[src/rtl/cpu_fetch_ctrl_pkg.sv]
// Shared fetch-stage constants, FSM state encoding and redirect event codes.
// Latency: n/a (declarations only).
// Backpressure: n/a.
package cpu_fetch_ctrl_pkg;

    // Instruction placed in insn_q whenever a slot is annulled or before the first fetch
    localparam logic [15:0] CPU_NOP_INSN = 16'hE000;

    // Default reset and interrupt entry vectors
    localparam logic [15:0] CPU_RST_VEC  = 16'h0000;
    localparam logic [15:0] CPU_IRQ_VEC  = 16'h0010;

    // Fetch sequencer states (2-bit encoding)
    typedef enum logic [1:0] {
        FETCH_S_BOOT = 2'd0,
        FETCH_S_RUN  = 2'd1,
        FETCH_S_ISR  = 2'd2
    } fetch_state_t;

    // What the stage does on the coming edge, already priority-resolved
    typedef enum logic [2:0] {
        EV_HOLD = 3'd0,
        EV_SEQ  = 3'd1,
        EV_BR   = 3'd2,
        EV_RETI = 3'd3,
        EV_IRQ  = 3'd4
    } fetch_ev_t;

    // True for the events that discard the fetched word and redirect the PC
    function automatic logic is_redirect(input fetch_ev_t ev);
        return (ev == EV_BR) || (ev == EV_RETI) || (ev == EV_IRQ);
    endfunction

endpackage

[src/rtl/cpu_fetch_redirect.sv]
// Priority mux picking the stage event (branch > reti > irq > sequential) and next fetch PC.
// Latency: purely combinational.
// Backpressure: with ce low the event is HOLD and the PC is unchanged.
module cpu_fetch_redirect
    import cpu_fetch_ctrl_pkg::*;
#(
    parameter int                ADDR_W  = 16,
    parameter logic [ADDR_W-1:0] IRQ_VEC = ADDR_W'(CPU_IRQ_VEC),
    parameter int                PC_INC  = 1
) (
    input  logic              ce,
    input  fetch_state_t      state,
    input  logic [ADDR_W-1:0] fetch_pc,
    input  logic [ADDR_W-1:0] ret_pc,
    input  logic              br_taken,
    input  logic [ADDR_W-1:0] br_target,
    input  logic              reti,
    input  logic              irq,
    output fetch_ev_t         ev,
    output logic [ADDR_W-1:0] next_pc,
    output logic              annul
);

    // Resolve the single winning event; reti only counts inside an ISR, irq only outside
    always_comb begin
        ev      = EV_HOLD;
        next_pc = fetch_pc;
        annul   = 1'b0;
        if (ce) begin
            if (br_taken) begin
                ev      = EV_BR;
                next_pc = br_target;
            end else if (reti && (state == FETCH_S_ISR)) begin
                ev      = EV_RETI;
                next_pc = ret_pc;
            end else if (irq && (state == FETCH_S_RUN)) begin
                ev      = EV_IRQ;
                next_pc = IRQ_VEC;
            end else begin
                ev      = EV_SEQ;
                next_pc = fetch_pc + ADDR_W'(PC_INC);
            end
            annul = is_redirect(ev);
        end
    end

endmodule

[src/rtl/cpu_fetch_ctrl.sv]
// Fetch-stage sequencer: owns fetch PC and insn_q, annuls one slot per branch/irq/reti redirect.
// Latency: one ce from a redirect edge to the first target instruction in insn_q.
// Backpressure: i_stall or !i_imem_rdy drops o_insn_ce and freezes every register.
module cpu_fetch_ctrl
    import cpu_fetch_ctrl_pkg::*;
#(
    parameter int                ADDR_W  = 16,
    parameter int                INSN_W  = 16,
    parameter logic [ADDR_W-1:0] RST_VEC = ADDR_W'(CPU_RST_VEC),
    parameter logic [ADDR_W-1:0] IRQ_VEC = ADDR_W'(CPU_IRQ_VEC),
    parameter int                PC_INC  = 1
) (
    input  logic              i_clk,
    input  logic              i_rst_n,
    input  logic [INSN_W-1:0] i_insn,
    input  logic              i_imem_rdy,
    output logic [ADDR_W-1:0] o_imem_addr,
    input  logic              i_stall,
    input  logic              i_br_taken,
    input  logic [ADDR_W-1:0] i_br_target,
    input  logic              i_irq,
    input  logic              i_reti,
    output logic [INSN_W-1:0] o_insn_q,
    output logic              o_insn_vld,
    output logic [ADDR_W-1:0] o_pc_q,
    output logic              o_insn_ce,
    output logic              o_in_irq,
    output logic [ADDR_W-1:0] o_ret_pc,
    output logic              o_annul
);

    localparam logic [INSN_W-1:0] NOP = INSN_W'(CPU_NOP_INSN);

    fetch_state_t      state;
    fetch_state_t      state_nxt;
    fetch_ev_t         ev;
    logic              ce;
    logic              redir_annul;
    logic [ADDR_W-1:0] next_pc;

    logic [ADDR_W-1:0] fetch_pc;
    logic [INSN_W-1:0] insn_q;
    logic              insn_vld;
    logic [ADDR_W-1:0] pc_q;
    logic [ADDR_W-1:0] ret_pc;
    logic              annul_q;

    assign ce = (state != FETCH_S_BOOT) & i_imem_rdy & ~i_stall;

    cpu_fetch_redirect #(
        .ADDR_W  (ADDR_W),
        .IRQ_VEC (IRQ_VEC),
        .PC_INC  (PC_INC)
    ) u_redirect (
        .ce        (ce),
        .state     (state),
        .fetch_pc  (fetch_pc),
        .ret_pc    (ret_pc),
        .br_taken  (i_br_taken),
        .br_target (i_br_target),
        .reti      (i_reti),
        .irq       (i_irq),
        .ev        (ev),
        .next_pc   (next_pc),
        .annul     (redir_annul)
    );

    // State register
    always_ff @(posedge i_clk or negedge i_rst_n) begin
        if (!i_rst_n) begin
            state <= FETCH_S_BOOT;
        end else begin
            state <= state_nxt;
        end
    end

    // Next state: boot lasts one cycle; irq enters the ISR, reti leaves it; a branch keeps the state
    always_comb begin
        state_nxt = state;
        unique case (state)
            FETCH_S_BOOT: state_nxt = FETCH_S_RUN;
            FETCH_S_RUN:  if (ev == EV_IRQ)  state_nxt = FETCH_S_ISR;
            FETCH_S_ISR:  if (ev == EV_RETI) state_nxt = FETCH_S_RUN;
            default:      state_nxt = FETCH_S_BOOT;
        endcase
    end

    // Fetch/issue registers: advance, annul or hold according to the resolved event
    always_ff @(posedge i_clk or negedge i_rst_n) begin
        if (!i_rst_n) begin
            fetch_pc <= RST_VEC;
            insn_q   <= NOP;
            insn_vld <= 1'b0;
            pc_q     <= '0;
            ret_pc   <= '0;
            annul_q  <= 1'b0;
        end else begin
            annul_q  <= redir_annul;
            fetch_pc <= next_pc;
            case (ev)
                EV_SEQ: begin
                    insn_q   <= i_insn;
                    insn_vld <= 1'b1;
                    pc_q     <= fetch_pc;
                end
                EV_BR, EV_RETI, EV_IRQ: begin
                    // the word at fetch_pc is dropped; pc_q still names it
                    insn_q   <= NOP;
                    insn_vld <= 1'b0;
                    pc_q     <= fetch_pc;
                end
                default: ;
            endcase
            // the discarded word is re-fetched on return
            if (ev == EV_IRQ) begin
                ret_pc <= fetch_pc;
            end
        end
    end

    assign o_imem_addr = fetch_pc;
    assign o_insn_q    = insn_q;
    assign o_insn_vld  = insn_vld;
    assign o_pc_q      = pc_q;
    assign o_insn_ce   = ce;
    assign o_in_irq    = (state == FETCH_S_ISR);
    assign o_ret_pc    = ret_pc;
    assign o_annul     = annul_q;

endmodule

[config.mk]
export PLATFORM = sky130hd
export DESIGN_NAME = cpu_fetch_ctrl
export DESIGN_NICKNAME = d
export VERILOG_FILES = /design/src/rtl/cpu_fetch_ctrl_pkg.sv /design/src/rtl/cpu_fetch_redirect.sv /design/src/rtl/cpu_fetch_ctrl.sv
export SDC_FILE = /design/constraint.sdc
export NUM_CORES = 1
export LEC_CHECK = 0
export CORE_MARGIN = 3
export CORE_UTILIZATION = 48
export CTS_BUF_LIST = sky130_fd_sc_hd__clkbuf_8
export DETAILED_ROUTE_END_ITERATION = 8
export GPL_TIMING_DRIVEN = 0
export PLACE_DENSITY = 0.81
export SLEW_MARGIN = 0
export SYNTH_ARGS = -nofsm -noshare
export SYNTH_HDL_FRONTEND = slang
export SYNTH_HIERARCHICAL = 1
export SYNTH_SLANG_ARGS = --single-unit
[constraint.sdc]
create_clock -name i_clk -period 2.79 [get_ports i_clk]
set_clock_uncertainty 0.05 [all_clocks]
set_input_delay 0.6975 -clock i_clk [delete_from_list [all_inputs] [get_ports i_clk]]
set_output_delay 0.6975 -clock i_clk [all_outputs]
set_load 0.005 [all_outputs]
==> results.json <==
{
  "internal-power_mw": 2.69,
  "antenna_cells": 0,
  "rrSetupSlack_ns": 0.29,
  "pwr-share-comb_pct": 31.5,
  "max_freq_ghz": 0.368,
  "io_pins": 107,
  "rsz0062_at_grt": "no",
  "leakage_nw": 2.03,
  "antenna_found_initial": 0,
  "timing.max_cap.violations": 0,
  "postSynth.asyncResetShare_pct": 100,
  "path_clk_slew_ns": 0.08,
  "clk_latency_ns": 0.35,
  "drtAntennaViolNets": 0,
  "worstPathArrival_ns": 2.91,
  "synth-seq-cells": 68,
  "grt_pass1_wl_microns": 14700,
  "criticalPathCategory": "primary input to register",
  "track_usage_pct": 24.4,
  "finalHoldViolations": 0,
  "dieArea_sq_um": 8010,
  "p_switching_mw": 1.02,
  "vdd_ir_drop_max_v": 0.000502,
  "clockPowerShare_pct": 27.5,
  "grt_max_degree": 69,
  "fin_crit_sh_pct": 97.5,
  "critPathCaptureType": "register",
  "syn_nets": 323,
  "grt_pass1_vias": 2856,
  "power_frac_seq_pct": 41.0,
  "clk_path_buf_depth": 2,
  "r2r-start": "state[1]$_DFFE_PN0P_",
  "reg2reg_depth": 9,
  "cts_root_buf": "clkbuf_8",
  "synth_edf_count": 0,
  "portBuffers": 106,
  "powerDensity_nw_per_um2": 767,
  "layout.nets": 442,
  "status": "finished, final reports clean",
  "hpwl_microns": 6330,
  "start_util_pct": 50.9,
  "rows": 29,
  "drc": 0,
  "swShare_pct": 27.6,
  "r2r-end": "o_ret_pc[6]$_DFFE_PN0N_",
  "cts_hold_buf": 0,
  "fillCellCount": 467,
  "cts.sinks": 68,
  "drtIter0Drc": 210,
  "gp_routability_congestion": 0.891,
  "startpoint_type": "primary input",
  "firstDrtPassIters": 5,
  "htreeDepth": 3,
  "ys.flop_type": "dfrtp_1",
  "cts_buffers": 9,
  "yosysSeqAreaShare_pct": 51.0,
  "crit_path_frequent_cell": "nor2_4",
  "post_drt_wl_per_cell_microns": 18.8,
  "utilization_pct": 73.7,
  "netlist_instances": 283,
  "grt_overflow": 0,
  "fp.dieH_microns": 89.5,
  "crit_path_top_delay_cell": "clkdlybuf4s50_1",
  "syn_area_sq_um": 3350,
  "tightest_slew_ns": 0.848,
  "via_per_inst": 5.91,
  "avgSynthCellArea_sq_um": 11.8,
  "drive_above_1_share_pct": 20.4,
  "power_mw": 3.71,
  "cts_tree": "built",
  "wl_microns": 9420,
  "cpPeakStageDelay_ns": 0.44,
  "area_delta_synth_final_pct": 44.7,
  "slew_viol_final": 0,
  "path_buf_inv": 3,
  "ys_warn_count": 6,
  "core_sq_um": 6570,
  "cp.required_ns": 2.98,
  "slew_headroom_pct": 43.5,
  "holdCritPathClass": "primary input to asynchronous set/reset pin",
  "min_period_ns": 2.72,
  "vias": 2955,
  "synth.distinct_cells": 59,
  "crit_fanout": 10,
  "fp.dieW_microns": 89.5,
  "cp_cell_sequence": "clkdlybuf4s50_1 -> nor3b_4 -> nand2b_1 -> buf_2 -> nor2_4 -> nor2_4 -> nand2_2 -> buf_4 -> mux2_2",
  "setup_viol": 0,
  "cp_top_family": "simple AND/OR/NAND/NOR gates"
}
-- worst register-to-register path, cell delays in order (launching register included) --
cell and delay, ns:
dfrtp_1 0.46, nor2_1 0.13, nor3b_4 0.30, nand2b_1 0.13, buf_2 0.22, nor2_4 0.22
nor2_4 0.10, nand2_2 0.18, buf_4 0.24, mux2_2 0.36
-- Yosys cell counts, drive strengths merged (2+ instances only) --
| master | n | area share [%] |
|---|---|---|
| nand3 | 3 | 0.45 |
| o21ai | 13 | 1.9 |
| a21oi | 16 | 2.4 |
| nor4 | 3 | 0.56 |
| o211a | 2 | 0.60 |
| xor2 | 2 | 0.52 |
| o22ai | 4 | 0.75 |
| nand2b | 6 | 1.1 |
| nor2b | 3 | 0.56 |
| inv | 7 | 0.79 |
| nand4b | 2 | 0.52 |
| and3 | 5 | 1.0 |
| a22o | 14 | 3.7 |
| nor3 | 4 | 0.75 |
| a31oi | 2 | 0.37 |
| dfrtp | 65 | 49 |
| and4 | 2 | 0.67 |
| a221o | 2 | 0.60 |
| o22a | 3 | 0.79 |
| a211oi | 3 | 0.67 |
| mux2 | 34 | 12 |
| clkbuf | 4 | 0.45 |
| o31a | 3 | 0.79 |
| nor3b | 2 | 0.45 |
| dfstp | 3 | 2.4 |
| or3 | 2 | 0.37 |
| buf | 11 | 2.2 |
| o221ai | 2 | 0.52 |
| nand2 | 12 | 1.4 |
| a221oi | 5 | 1.3 |
| nand4 | 9 | 2.1 |
| and2 | 2 | 0.37 |
| xnor2 | 2 | 1.1 |
| nand3b | 2 | 0.45 |
| and3b | 2 | 0.52 |
| nor2 | 10 | 1.4 |
| o2bb2ai | 5 | 1.3 |
-- layout by cell type (no fill, tap or decap), types with 4 or more instances in the layout --
cell / instances
clkdlybuf4s50_1: 104
dfrtp_1: 65
mux2_2: 26
a21oi_1: 15
a22o_1: 14
o21ai_0: 13
nand2_1: 11
clkbuf_8: 11
buf_2: 8
mux2_4: 8
inv_1: 8
nand4_1: 8
nor2_1: 7
nand2b_1: 6
a221oi_1: 5
o2bb2ai_1: 5
buf_4: 4
o22ai_1: 4
-- power groups by stage --
stage               clock (mW)  combinational (mW)  sequential [mW]
floorplan                    0               0.432             1.50
global placement             0                1.14             1.52
detailed placement           0                1.16             1.53
CTS                       1.03                1.18             1.52
global route              1.08                1.26             1.56
finish                    1.02                1.17             1.52
-- worst max-delay path by stage --
| stage | endpoint | depth (start not counted) | slack, ns | start |
|---|---|---|---|---|
| after CTS | o_insn_q[7]$_DFFE_PN0P_ | 10 | 0.001 | i_imem_rdy |
| after floorplan | o_pc_q[10]$_DFFE_PN0P_ | 8 | 0.09 | i_stall |
| after global routing | o_ret_pc[12]$_DFFE_PN0N_ | 9 | 0.006 | i_stall |
| after detailed placement | o_pc_q[14]$_DFFE_PN0P_ | 9 | -0.82 | i_imem_rdy |
| after global placement | o_insn_q[6]$_DFFE_PN0P_ | 1 | -1.31 | i_rst_n |
| final | o_ret_pc[6]$_DFFE_PN0N_ | 9 | 0.07 | i_stall |
-- per-layer routing --
metal / GRT usage, % / routed length [microns]
met1: 34.0 / 4020
met2: 36.2 / 4470
met3: 7.65 / 772
met4: 7.98 / 157
met5: 0 / 0
-- sequential cells by signal, summed over array words and instances (netlist names) --
name and count:
o_ret_pc 16, state 2, o_insn_vld 1, o_insn_q 16, o_pc_q 16, o_annul 1, o_imem_addr 16
-- cells by family after synthesis --
family          after synthesis  share of synthesized area, %
fa+ha+maj                     1                         0.374
simple gates                 71                          13.3
flops                        68                          51.0
xor+xnor                      4                          1.61
compound gates               81                          17.6
buf+inv                      23                          3.51
mux                          35                          12.6
-- cell type report --
class                      count  area [sq um]  area share [%]
clock buffer                  11           151            3.13
inverter                       8          30.0           0.620
sequential                    68          1710            35.2
clock inverter                 5          98.8            2.04
buffer                        15          96.3            1.99
tap                           93           116            2.40
timing repair buffer         108          1090            22.5
multi-input combinational    192          1550            32.1
-- stage by stage --
step / area [sq um] / setup TNS (ns) / std cells / hold slack, ns / worst slack [ns]
after floorplan: 3350 / 0 / 283 / 0.352 / 0.0862
after global placement: 4530 / -113.24 / 482 / 0.434 / -1.31
after detailed placement: 4530 / -29.73 / 482 / 0.437 / -0.821
after CTS: 4820 / 0 / 499 / 0.437 / 0.00124
after global routing: 4840 / 0 / 500 / 0.469 / 0.00551
final: 4840 / 0 / 500 / 0.413 / 0.0691
-- timing repair --
item | in CTS | in global routing
pin swaps | 2 | 1
endpoints found under the setup margin | 46 | 24
resized for setup | 6 | 7
buffers inserted | 1 | 1
No activity file was read; power rests on OpenSTA's default activity.
